**config.mk**
```make
export PLATFORM = sky130hd
export DESIGN_NAME = stream_rr_arbiter
export DESIGN_NICKNAME = d
export VERILOG_FILES = /design/src/rtl/stream_rr_arbiter_pkg.sv /design/src/rtl/stream_rr_arbiter_rr_pick.sv /design/src/rtl/stream_rr_arbiter.sv
export SDC_FILE = /design/constraint.sdc
export NUM_CORES = 1
export LEC_CHECK = 0
export ABC_CLOCK_PERIOD_IN_PS = 3800
export CORE_UTILIZATION = 34
export DETAILED_ROUTE_END_ITERATION = 12
export PLACE_DENSITY = 0.87
export SETUP_SLACK_MARGIN = 0.4
export SLEW_MARGIN = 20
export SYNTH_ARGS = -nofsm -noshare
export SYNTH_HDL_FRONTEND = slang
export SYNTH_SLANG_ARGS = --single-unit
```
**constraint.sdc**
```tcl
create_clock -name clk -period 3.8 [get_ports clk]
set_clock_uncertainty 0.1 [all_clocks]
set_input_delay 0.76 -clock clk [delete_from_list [all_inputs] [get_ports clk]]
set_output_delay 0.76 -clock clk [all_outputs]
set_load 0.03 [all_outputs]
```
**src/rtl/stream_rr_arbiter_pkg.sv**
```systemverilog
// Shared definitions for the stream round-robin arbiter: FSM state
// encodings and a constant clog2 used for index/counter widths.
package stream_rr_arbiter_pkg;

  typedef enum logic {
    ST_IDLE = 1'b0,
    ST_HOLD = 1'b1
  } state_t;

  // Ceiling log2; returns 0 for value <= 1.
  function automatic int clog2(input int value);
    int r;
    r = 0;
    while ((1 << r) < value) r++;
    return r;
  endfunction

endpackage

```
**src/rtl/stream_rr_arbiter_rr_pick.sv**
```systemverilog
// rr_pick: combinational round-robin pick. Returns the first asserted req
// at or after base, wrapping N-1 -> 0, via a doubled-vector priority scan.
module rr_pick
  import stream_rr_arbiter_pkg::*;
#(
  parameter  int N   = 4,
  localparam int IDW = clog2(N)
) (
  input  logic [N-1:0]   req,
  input  logic [IDW-1:0] base,
  output logic           found,
  output logic [IDW-1:0] idx
);

  logic [2*N-1:0] dbl;
  logic [N-1:0]   rot;
  int             pos;

  // Rotate req so base lands at bit 0, then take the lowest set bit.
  always_comb begin
    dbl   = {req, req};
    rot   = dbl[base +: N];
    found = 1'b0;
    idx   = '0;
    pos   = 0;
    for (int j = N - 1; j >= 0; j--) begin
      if (rot[j]) begin
        found = 1'b1;
        pos   = int'(base) + j;
        if (pos >= N) pos = pos - N;
        idx   = IDW'(pos);
      end
    end
  end

endmodule

```
**src/rtl/stream_rr_arbiter.sv**
```systemverilog
// stream_rr_arbiter: merges N valid/ready streams onto one downstream
// channel. Round-robin pick; the winner holds the grant for BURST accepted
// beats. Zero-latency combinational mux from registered FSM state.
// Optional feature macro: STREAM_ARB_SRC_ID_EN adds the down_src port.
module stream_rr_arbiter
  import stream_rr_arbiter_pkg::*;
#(
  parameter  int N     = 4,
  parameter  int DW    = 16,
  parameter  int BURST = 4,
  localparam int IDW   = clog2(N),
  localparam int CW    = clog2(BURST) + 1
) (
  input  logic            clk,
  input  logic            rst,
  input  logic [N-1:0]    up_valid,
  output logic [N-1:0]    up_ready,
  input  logic [N*DW-1:0] up_data,
  input  logic            down_ready,
  output logic            down_valid,
  output logic [DW-1:0]   down_data
`ifdef STREAM_ARB_SRC_ID_EN
  ,
  output logic [IDW-1:0]  down_src
`endif
);

  state_t               state, state_nx;
  logic [IDW-1:0]       ptr, ptr_nx, grant, grant_nx, sel, cur;
  logic [CW-1:0]        beat_cnt, beat_nx;
  logic                 found, hs;
  logic [N-1:0][DW-1:0] data_arr;

  assign data_arr = up_data;

  function automatic logic [IDW-1:0] wrap_inc(input logic [IDW-1:0] x);
    return (x == IDW'(N - 1)) ? '0 : x + IDW'(1);
  endfunction

  rr_pick #(.N(N)) u_pick (
    .req  (up_valid),
    .base (ptr),
    .found(found),
    .idx  (sel)
  );

  // Output mux: IDLE follows the live pick, HOLD is pinned to the grant.
  always_comb begin
    up_ready   = '0;
    cur        = (state == ST_HOLD) ? grant : sel;
    down_valid = (state == ST_HOLD) ? up_valid[grant] : found;
    down_data  = down_valid ? data_arr[cur] : '0;
    if (state == ST_HOLD || found) up_ready[cur] = down_ready;
    hs         = down_valid && down_ready;
  end

`ifdef STREAM_ARB_SRC_ID_EN
  assign down_src = down_valid ? cur : '0;
`else
  // No source-index port in this build; cur only steers the data mux.
`endif

  // Next-state: a stalled IDLE offer still moves to HOLD so the chosen
  // source cannot be displaced while the sink is not ready.
  always_comb begin
    state_nx = state;
    ptr_nx   = ptr;
    grant_nx = grant;
    beat_nx  = beat_cnt;
    case (state)
      ST_IDLE: begin
        if (found) begin
          if (hs && BURST == 1) begin
            ptr_nx = wrap_inc(sel);
          end else begin
            state_nx = ST_HOLD;
            grant_nx = sel;
            beat_nx  = hs ? CW'(1) : '0;
          end
        end
      end
      ST_HOLD: begin
        if (hs) begin
          if (beat_cnt == CW'(BURST - 1)) begin
            state_nx = ST_IDLE;
            ptr_nx   = wrap_inc(grant);
            beat_nx  = '0;
          end else begin
            beat_nx  = beat_cnt + CW'(1);
          end
        end
      end
      default: state_nx = ST_IDLE;
    endcase
  end

  // State registers; reset abandons any partial burst.
  always_ff @(posedge clk or posedge rst) begin
    if (rst) begin
      state    <= ST_IDLE;
      ptr      <= '0;
      grant    <= '0;
      beat_cnt <= '0;
    end else begin
      state    <= state_nx;
      ptr      <= ptr_nx;
      grant    <= grant_nx;
      beat_cnt <= beat_nx;
    end
  end

endmodule

```
==> results.txt, run 1 <==
----------------------------------------------------
[Run status]
  Violated checks ... DRC
  Status ... complete, but fails checks

[Hold path]
  Path type of the worst min-delay path ... flop to flop
  Startpoint of the lowest-slack hold path ... beat_cnt[1]

[Synth]
  Portion of netlist area occupied by mux cells ... 33.9%
  Sequential area share after synthesis ... 19.3%
  Simple-gate portion of the synthesized area ... 17.4%
  Synth warnings ... 0
  Synth Area in XOR/XNOR ... 0%
  Leading cell types by total area after synthesis ... mux2i_1, dfrtp_1, o22ai_1
  Synthesized net count ... 192
  Top cells by count, synth ... mux2i_1, o22ai_1, dfrtp_1
  Most area-hungry cell type in the Yosys netlist ... mux2i_1
  Share of Yosys cell area claimed by the top area cell type ... 32.9%
  Fraction of the mapped netlist area in compound gates ... 21.9%
  Adder-cell share of the synthesized area ... 2.42%
  Largest family of logic cells by synthesized area ... multiplexers
  Ys async rst share ... 100%
  Count of flip-flops with a built-in enable after synthesis ... 0
  Post-synthesis sequential element count ... 8
  Library cell with the highest instance count after synthesis ... mux2i_1
  Number of different library cells in the post-synthesis netlist ... 29
  Post-synthesis area per instance ... 8.71 um2
  Mapped Area ... 1040 um2
  Post-synthesis cell count ... 119
  Most used flip-flop cell after synthesis ... dfrtp_1

[Clocking]
  Root cell of the clock tree ... clkbuf_4
  CTS H-tree lvls ... 1
  Clock transition at the registers of the reported paths ... 0.05 ns
  Number of clock sinks seen by CTS ... 8
  Clock latency on the worst-skew pair ... 0.24 ns
  CTS Hold Bufs ... 0
  Largest buffer count on any clock path ... 2
  TritonCTS Buffers ... 3
  CTS tree ... done

[Critical path]
  Crit. End Element ... output port
  Max Fanout on Critical Path ... 8
  Critical path buffer and inverter count ... 3
  Critical path launch point ... up_valid[3]
  Critical-path cell with the highest stage delay ... or4_4
  CP top delay family ... simple AND/OR/NAND/NOR gates
  Critical path type ... input pin to output port
  Critical Path Start Type ... input pin
  RR Startpoint ... state
  Arrival @ worst endpoint ... 2.46 ns
  Req. time, crit path ... 2.94 ns
  Cell Chain, Critical Path ... dlygate4sd2_1 > or4_4 > nor2b_2 > o21bai_4 > buf_6 > o22ai_1 > buf_4
  Largest stage delay, worst path ... 0.55 ns

[Power and ir drop]
  Switching part of the total power ... 48.7%
  Internal ... 646 uW
  Power density over the cells ... 596 nW/um2
  Net switching power figure ... 613 uW
  Sequential share of power ... 12.8%
  Clock share of power ... 4.6%
  Total leakage power ... 0.909 nW
  Peak ir drop on the vdd network ... 0.356 mV
  Total power draw ... 1.26 mW
  Combinational cell fraction of total power ... 82.6%

[Die]
  Number of top-level design ports ... 92
  Core area ... 2830 um2
  Die Width ... 57.2 um
  Die outline area ... 3270 um2
  Initial cell density of the core ... 36.6%
  Num rows ... 19
  Die extent in y ... 57.2 um

[Final layout]
  Share of the core filled with cells in the final layout ... 74.7%
  Ant. Diodes ... 0
  Area added between synthesis and finish ... 104%
  Sequential cell area ... 200 um2
  Area taken by multi-input logic gates ... 821 um2
  Post-layout net count ... 295
  Share of cells above drive strength 1 ... 20.9%
  Filler cell count in the final layout ... 206
  Post-route insts no fill ... 251

[Placement]
  Buffers on Ports ... 91
  Cell count after placement ... 242
  Post-Place Worst Slack ... -0.0438 ns
  Post-detail-place hpwl ... 3.20 mm
  GPL Wtd Cong ... 0.847

[STA]
  Max-slew violation count ... 0
  Hold Fails Final Rpt ... 0
  Max Freq ... 301 MHz
  Setup WS post-layout ... 0.479 ns
  Final Setup Violations ... 0
  Final critical-path share of the clock period ... 87.4%
  Slew @ Worst Pin ... 0.498 ns
  Setup repair after global routing missed its margin ... no
  Post-route minimum period ... 3.32 ns
  Rel. slew slack ... 66.8%

[Global route]
  Largest net degree at the start of global routing ... 18
  Overall global routing resource usage ... 24.1%
  Grt ovf ... 0
  First-pass GRT wire length ... 6.09 mm
  Via count of the first global-routing pass ... 1293
  Initial antenna violation count ... 0

[Detailed routing]
  Drt initial violations ... 71
  Total routed wirelength ... 4.18 mm
  Remaining antenna violation count ... 0
  DR WL/cell ... 16.7 um
  DRT Pass-1 Iters ... 8
  Vias per Instance ... 5.47
  # DRC ... 10
  Vias ... 1374

[Run]
  Number of max-cap violations ... 0

----------------------------------------------------
flip-flops by register name (all words and copies together) (netlist names):
signal	cells
beat_cnt	3
ptr	2
state	1
grant	2
kinds of logic (layout without fill, tap and decap cells):
family	after synthesis	count (layout)
buffers and inverters	10	111
DFF	8	8
muxes	35	35
AOI/OAI and AO/OA	34	34
adders and majority gates	2	2
and+or+nand+nor	30	30
tightest hold or removal path, delay by kind of cell, from the launching register on:
kind             cells  cell delay [ns]
AND/OR/NAND/NOR      1             0.07
AO/OA/AOI/OAI        1             0.07
flip-flops           1             0.35
final cells by class:
type | instances | area share, %
repair buffers | 105 | 48.3
multi-input cells | 101 | 38.8
flip-flops and latches | 8 | 9.47
well taps | 31 | 1.83
clock buffers | 3 | 1.07
inverters | 3 | 0.533
final timing paths:
path / end / slack, ns / cells after the start
worst max-delay path: down_data[12] / 0.48 / 7
worst min-delay path: beat_cnt[1] / 0.43 / 2
worst max register to register: beat_cnt[0] / 1.65 / 5
worst min register to register: beat_cnt[1] / 0.43 / 2
max in group asynchronous: grant[1] / 2.74 / 2
min in group asynchronous: state / 0.65 / 2
stage by stage:
| step | cell area (um2) | hold WS, ns | setup TNS (ns) |
|---|---|---|---|
| finish | 2110 | 0.432 | 0 |
| global route | 2110 | 0.454 | 0 |
| CTS | 2080 | 0.430 | 0 |
| detailed placement | 1970 | 0.418 | -0.0442 |
| global placement | 1970 | 0.391 | 0 |
| floorplan | 1040 | 0.365 | 0 |
metal layers:
layer | GRT usage [%] | vias up | part of all wire, %
li1 | - | 668 | -
met4 | 8.01 | 0 | 1.5
met1 | 25.6 | 641 | 37
met3 | 5.67 | 4 | 9.2
met5 | 0 | - | 0
met2 | 46.2 | 61 | 53
placed cells by master (no fill, tap or decap), types with 2 or more instances in the layout:
cell type and count:
a21o_1 2, a21oi_1 4, buf_4 23, buf_6 3, clkbuf_4 3, clkdlybuf4s50_1 66, dfrtp_1 8, dlygate4sd2_1 6
ha_1 2, inv_1 3, mux2i_1 34, nand2_1 3, nand2b_1 5, nand3_1 3, nor2_1 3, nor2b_1 4
nor3_1 3, nor3b_1 2, o2111ai_2 2, o211ai_1 2, o21ai_0 3, o22ai_1 16
what timing repair did:
action	CTS	global route
endpoints found under the hold margin	0	0
pin swaps	3	3
gates cloned	2	1
setup buffers	1	2
endpoints found under the setup margin	21	16
gates resized for setup	23	6
power by group through the flow:
stage / combinational (mW) / sequential, mW / clock (mW)
4_1_cts: 1.01 / 0.155 / 0.0628
3_5_place_dp: 0.924 / 0.156 / 0
5_1_grt: 1.09 / 0.163 / 0.0670
2_1_floorplan: 0.611 / 0.143 / 0
3_3_place_gp: 0.903 / 0.153 / 0
6_report: 1.04 / 0.161 / 0.0584
(Power assumes the default switching activity.)
==> run 2: changes to the inputs <==
--- a/config.mk
+++ b/config.mk
@@ -6,6 +6,7 @@
 export NUM_CORES = 1
 export LEC_CHECK = 0
 export ABC_CLOCK_PERIOD_IN_PS = 3800
+export CORE_MARGIN = 4
 export CORE_UTILIZATION = 34
 export DETAILED_ROUTE_END_ITERATION = 12
 export PLACE_DENSITY = 0.87
==> run 2 against run 1 <==
The run now ends clean; routed wire length up 18%; maximum frequency is 2.7% lower; worst setup slack got worse by 0.091 ns; clock power is 2% higher; sequential share of layout area shrank 0.33 points; sequential cell count unchanged; final cell count rose by 0.80%; register-to-register slack got worse by 0.07 ns; sequential power hardly changed; critical path depth rose by 3; critical endpoint is now down_data[7].
==> results.txt, run 2 (synthesis gave the netlist of run 1 again) <==
----------------------------------------------------
[Run status]
  Status ... finished, final reports clean

[Final layout]
  Post-layout net count ... 297 (+0.68%)
  Filler cell count in the final layout ... 194 (-5.8%)
  Most frequent standard cell in the layout excluding fill and tap cells ... clkdlybuf4s50_1
  Largest registers in the final layout ... beat_cnt (3), grant (2), ptr (2)
  Share of cells above drive strength 1 ... 23.0% (+2.1 points)
  Top reg by flops ... beat_cnt
  Post-route insts no fill ... 253 (+0.80%)
  Share of the core filled with cells in the final layout ... 77.4% (+2.7 points)
  Max FFs per register ... 3 (unchanged)
  Sequential cell area ... 200 um2 (unchanged)
  Area taken by multi-input logic gates ... 852 um2 (+3.8%)
  Ant. Diodes ... 0 (unchanged)
  Top library cells by usage in the layout, fill and taps aside ... clkdlybuf4s50_1, mux2i_1, buf_4
  Area added between synthesis and finish ... 111%

[Power and ir drop]
  Power density over the cells ... 598 nW/um2 (+0.35%)
  Total leakage power ... 0.936 nW (+2.9%)
  Total power draw ... 1.31 mW (+4.0%)
  Peak ir drop on the vdd network ... 0.391 mV (+9.8%)

[Clocking]
  CTS H-tree lvls ... 1 (unchanged)
  TritonCTS Buffers ... 3 (unchanged)
  CTS Hold Bufs ... 0 (unchanged)
  Clock transition at the registers of the reported paths ... 0.05 ns (about the same)
  Number of clock sinks seen by CTS ... 8 (unchanged)
  Clock latency on the worst-skew pair ... 0.24 ns (about the same)
  Largest buffer count on any clock path ... 2 (unchanged)
  CTS tree ... done
  Root cell of the clock tree ... clkbuf_4

[STA]
  Max-slew violation count ... 0 (unchanged)
  Setup WS post-layout ... 0.388 ns (-0.0911 ns)
  Slew @ Worst Pin ... 0.553 ns (+0.0545 ns)
  Hold Fails Final Rpt ... 0 (unchanged)
  Final Setup Violations ... 0 (unchanged)
  Rel. slew slack ... 63.1% (-3.6 points)
  Max Freq ... 293 MHz (-2.7%)
  Final critical-path share of the clock period ... 89.8% (+2.4 points)
  Post-route minimum period ... 3.41 ns (+0.0911 ns)
  Final hold slack ... 0.401 ns (-0.0305 ns)
  Setup repair after global routing missed its margin ... yes

[Critical path]
  CP top delay family ... buffers and inverters
  Largest stage delay, worst path ... 0.37 ns (-0.18 ns)
  Critical-path cell with the highest stage delay ... dlygate4sd2_1
  Critical path type ... input pin to output port
  Crit. End Element ... output port
  Arrival @ worst endpoint ... 2.55 ns (+0.09 ns)
  Critical Path Start Type ... input pin
  Path depth of the worst reg2reg path ... 5 (unchanged)
  Critical path buffer and inverter count ... 5 (+2)
  R2r setup slk ... 1.58 ns (-0.07 ns)
  Req. time, crit path ... 2.94 ns (about the same)
  RR Startpoint ... state
  End of the worst register-to-register path ... beat_cnt[0]
  Max Fanout on Critical Path ... 16 (+8)
  Cell Chain, Critical Path ... dlygate4sd2_1 > nand2b_1 > o2111ai_2 > nand3_4 > buf_6 > buf_12 > buf_16 > mux2i_1 > o22ai_1 > buf_4

[Detailed routing]
  Drt initial violations ... 80 (+13%)
  Remaining antenna violation count ... 0 (unchanged)
  Vias ... 1429 (+4.0%)
  Vias per Instance ... 5.65 (+3.2%)
  DRT Pass-1 Iters ... 4 (-4)
  DR WL/cell ... 19.5 um (+17%)
  Total routed wirelength ... 4.94 mm (+18%)
  # DRC ... 0 (-10)

[Placement]
  Cell count after placement ... 240 (-0.83%)
  Buffers on Ports ... 91 (unchanged)
  Post-Place Worst Slack ... -0.0629 ns (-0.0191 ns)
  GPL Wtd Cong ... 0.824 (-2.6%)
  Post-detail-place hpwl ... 3.50 mm (+9.3%)

[Global route]
  First-pass GRT wire length ... 7.27 mm (+19%)
  Largest net degree at the start of global routing ... 17 (-1)
  Overall global routing resource usage ... 22.8% (-1.3 points)
  Initial antenna violation count ... 0 (unchanged)
  Via count of the first global-routing pass ... 1382 (+6.9%)
  Grt ovf ... 0 (unchanged)

[Die]
  Number of top-level design ports ... 92 (unchanged)
  Die Width ... 63.2 um (+10%)
  Die outline area ... 3990 um2 (+22%)
  Initial cell density of the core ... 36.6% (unchanged)
  Num rows ... 19 (unchanged)
  Die extent in y ... 63.2 um (+10%)
  Core area ... 2830 um2 (unchanged)

[Hold path]
  Endpoint, Worst Hold ... beat_cnt[2]
  Startpoint of the lowest-slack hold path ... beat_cnt[2]
  Path type of the worst min-delay path ... flop to flop
  Hold path cells ... 1 (-1)

[Run]
  Number of max-cap violations ... 0 (unchanged)

----------------------------------------------------
## run 2: final cells by class
type	count	area share [%]
tap	31	1.77
inverter	3	0.514
multi-input combinational	101	38.9
sequential	8	9.14
clock buffer	3	1.03
timing repair buffer	107	48.7
## run 2: worst max-delay path by stage
stage	from	to	slack, ns	cells after the start
floorplan	up_valid[3]	up_ready[1]	0.65	6
global placement	up_valid[0]	down_data[0]	-0.01	8
detailed placement	up_valid[0]	down_data[4]	-0.06	8
CTS	up_valid[1]	down_data[2]	0.45	11
global route	up_valid[0]	down_data[7]	0.33	9
finish	up_valid[3]	down_data[7]	0.39	10
## run 2: metal layers
layer | vias to the layer above | track usage, % | wire length (um)
met3 | 10 | 6.39 | 454
met5 | - | 0 | 0
li1 | 673 | - | -
met4 | 0 | 7.82 | 116
met2 | 73 | 43.0 | 2540
met1 | 673 | 23.9 | 1830
## run 2: what timing repair did
item | in CTS | in global routing
endpoints found under the setup margin | 21 | 13
setup buffers | 6 | 1
resized for setup | 28 | 6
cloned | 3 | 0
hold endpoints to repair | 0 | 0
pin swaps | 5 | 3
## run 2: metrics by stage
step	cell area, um2	setup TNS [ns]
finish	2190	0
global route	2190	0
CTS	2160	0
detailed placement	1960	-0.738
global placement	1960	-0.0126
floorplan	1040	0
## run 2: report_power, final
group / total (mW) / switching [mW] / internal [mW] / leakage, nW
sequential: 0.158 / 0.0423 / 0.116 / 0.0991
clock: 0.0598 / 0.0240 / 0.0358 / 0.0138
combinational: 1.09 / 0.564 / 0.527 / 0.823
==> run 3: changes to the inputs <==
--- a/config.mk
+++ b/config.mk
@@ -6,12 +6,13 @@
 export NUM_CORES = 1
 export LEC_CHECK = 0
 export ABC_CLOCK_PERIOD_IN_PS = 3800
+export CAP_MARGIN = 20
 export CORE_MARGIN = 4
 export CORE_UTILIZATION = 34
 export DETAILED_ROUTE_END_ITERATION = 12
 export PLACE_DENSITY = 0.87
 export SETUP_SLACK_MARGIN = 0.4
-export SLEW_MARGIN = 20
+export SLEW_MARGIN = 40
 export SYNTH_ARGS = -nofsm -noshare
 export SYNTH_HDL_FRONTEND = slang
 export SYNTH_SLANG_ARGS = --single-unit
==> run 3 against run 2 <==
Via count increased by 0.35%; register-to-register slack improved by 0.09 ns; count of clock-buffer cells in the layout unchanged; power increased by 3.7%; worst setup slack got worse by 0.024 ns; utilization increased by 1.1 points; combinational power increased by 5%; die area unchanged; clock power about the same; non-clock buffer count decreased by 2; critical path depth increased by 1; largest cell class unchanged; highest routed layer unchanged.
==> results.txt, run 3 (synthesis gave the netlist of run 1 again) <==
----------------------------------------------------
[Final layout]
  Top reg by flops ... beat_cnt
  Share of the core filled with cells in the final layout ... 78.6% (+1.1 points)
  Area added between synthesis and finish ... 115%
  Filler cell count in the final layout ... 195 (+0.52%)
  Max FFs per register ... 3 (unchanged)
  Largest registers in the final layout ... beat_cnt (3), grant (2), ptr (2)
  Share of cells above drive strength 1 ... 25.9% (+2.9 points)
  Post-layout net count ... 295 (-0.67%)
  Sequential cell area ... 200 um2 (unchanged)
  Top library cells by usage in the layout, fill and taps aside ... clkdlybuf4s50_1, mux2i_1, buf_4
  Most frequent standard cell in the layout excluding fill and tap cells ... clkdlybuf4s50_1
  Area taken by multi-input logic gates ... 896 um2 (+5.1%)
  Ant. Diodes ... 0 (unchanged)

[Critical path]
  Critical Path Start Type ... input pin
  Cell Chain, Critical Path ... dlygate4sd2_1 > buf_6 > nand2b_4 > o2111ai_2 > nand3_2 > buf_6 > buf_4 > buf_12 > mux2i_1 > o22ai_1 > buf_4
  End of the worst register-to-register path ... beat_cnt[0]
  CP top delay family ... buffers and inverters
  Critical path type ... input pin to output port
  Req. time, crit path ... 2.94 ns (about the same)
  Crit. End Element ... output port
  RR Startpoint ... state
  Critical path buffer and inverter count ... 6 (+1)
  Path depth of the worst reg2reg path ... 5 (unchanged)
  R2r setup slk ... 1.67 ns (+0.09 ns)
  Worst Setup EP ... down_data[0]
  Max Fanout on Critical Path ... 8 (-8)
  Stages on worst setup path ... 11 (+1)
  Largest stage delay, worst path ... 0.25 ns (-0.12 ns)
  Critical-path cell with the highest stage delay ... dlygate4sd2_1
  Critical path launch point ... up_valid[1]
  Arrival @ worst endpoint ... 2.58 ns (+0.03 ns)

[Run]
  Number of max-cap violations ... 0 (unchanged)

[Die]
  Core area ... 2830 um2 (unchanged)
  Die outline area ... 3990 um2 (unchanged)
  Num rows ... 19 (unchanged)
  Number of top-level design ports ... 92 (unchanged)
  Die extent in y ... 63.2 um (unchanged)
  Die Width ... 63.2 um (unchanged)
  Initial cell density of the core ... 36.6% (unchanged)

[Hold path]
  Path type of the worst min-delay path ... flop to flop

[Power and ir drop]
  Peak ir drop on the vdd network ... 0.340 mV (-13%)
  Power density over the cells ... 611 nW/um2 (+2.2%)
  Total leakage power ... 0.937 nW (about the same)

[Clocking]
  CTS Hold Bufs ... 0 (unchanged)
  Root cell of the clock tree ... clkbuf_4
  CTS tree ... done
  CTS H-tree lvls ... 1 (unchanged)
  Clock latency on the worst-skew pair ... 0.24 ns (about the same)
  Clock transition at the registers of the reported paths ... 0.05 ns (about the same)
  Number of clock sinks seen by CTS ... 8 (unchanged)
  Largest buffer count on any clock path ... 2 (unchanged)
  TritonCTS Buffers ... 3 (unchanged)

[STA]
  Slew @ Worst Pin ... 0.511 ns (-0.0417 ns)
  Hold Fails Final Rpt ... 0 (unchanged)
  Max-slew violation count ... 0 (unchanged)
  Final critical-path share of the clock period ... 90.4% (+0.62 points)
  Rel. slew slack ... 65.9% (+2.8 points)
  Setup repair after global routing missed its margin ... yes
  Final hold slack ... 0.407 ns (+0.00556 ns)
  Post-route minimum period ... 3.44 ns (+0.0236 ns)
  Final Setup Violations ... 0 (unchanged)
  Max Freq ... 291 MHz (-0.69%)

[Detailed routing]
  Vias ... 1434 (+0.35%)
  # DRC ... 0 (unchanged)
  Drt initial violations ... 82 (+2.5%)
  Remaining antenna violation count ... 0 (unchanged)
  Total routed wirelength ... 5.33 mm (+7.9%)
  DR WL/cell ... 21.2 um (+8.8%)
  DRT Pass-1 Iters ... 4 (unchanged)
  Vias per Instance ... 5.71 (+1.1%)

[Global route]
  Overall global routing resource usage ... 23.8% (+1.0 points)
  Via count of the first global-routing pass ... 1409 (+2.0%)
  Initial antenna violation count ... 0 (unchanged)
  Grt ovf ... 0 (unchanged)
  Largest net degree at the start of global routing ... 17 (unchanged)
  First-pass GRT wire length ... 7.49 mm (+3.0%)

[Run status]
  Status ... finished, final reports clean

[Placement]
  Buffers on Ports ... 91 (unchanged)
  Post-detail-place hpwl ... 3.48 mm (-0.55%)
  GPL Wtd Cong ... 0.824 (unchanged)

----------------------------------------------------
## run 3: cell types whose count changed in the layout (fill, tap and decap cells not counted), sizes merged
cell / delta
clkdlybuf4s15: +2
dlygate4sd2: -1
bufbuf: +1
buf: -4
## run 3: timing repair
item,CTS,global route
endpoints found under the hold margin,0,0
endpoints found under the setup margin,21,16
resized for setup,23,19
pin swaps,4,6
cloned,3,0
buffers inserted,4,1
## run 3: cell type report
cell class	instances	share of cell area, %
multi-input cells	101	40.3
flip-flops and latches	8	9.00
repair buffers	105	47.4
inverters	3	0.506
clock buffers	3	1.01
well taps	31	1.74
## run 3: worst register-to-register path: stages, from the launching register on
cell and delay, ns:
dfrtp_1 0.66, nand2_1 0.14, nor2_1 0.37, o21ai_2 0.15, or4b_1 0.52, o211ai_1 0.11
## run 3: worst min-delay path by stage
| stage | end | cells past startpoint | slack [ns] | from |
|---|---|---|---|---|
| detailed placement | beat_cnt[2] | 1 | 0.40 | beat_cnt[2] |
| global route | beat_cnt[2] | 1 | 0.44 | beat_cnt[2] |
| finish | beat_cnt[2] | 1 | 0.41 | beat_cnt[2] |
| floorplan | beat_cnt[2] | 1 | 0.36 | beat_cnt[2] |
| CTS | beat_cnt[2] | 1 | 0.41 | beat_cnt[2] |
| global placement | beat_cnt[1] | 2 | 0.39 | beat_cnt[1] |
## run 3: per-stage QoR
stage / std cells / cell area (um2) / setup WS [ns] / total power, mW / TNS, ns
floorplan: 119 / 1040 / 0.650 / 0.754 / 0
global placement: 240 / 1960 / -0.0126 / 1.05 / -0.0126
detailed placement: 240 / 1970 / -0.0607 / 1.07 / -0.103
CTS: 250 / 2120 / 0.425 / 1.26 / 0
global route: 251 / 2220 / 0.291 / 1.42 / 0
finish: 251 / 2220 / 0.364 / 1.36 / 0
## run 3: metal layers
layer | GRT usage, % | up-vias | routed length (um)
li1 | - | 669 | -
met1 | 24.6 | 681 | 1990
met2 | 43.2 | 70 | 2810
met3 | 6.75 | 14 | 361
met4 | 12.4 | 0 | 171
met5 | 0 | - | 0
## run 3: power by group
part | total (mW) | switching, mW | leakage [nW] | internal, mW
sequential | 0.156 | 0.0402 | 0.0991 | 0.116
combinational | 1.14 | 0.589 | 0.824 | 0.553
clock | 0.0599 | 0.0241 | 0.0138 | 0.0358
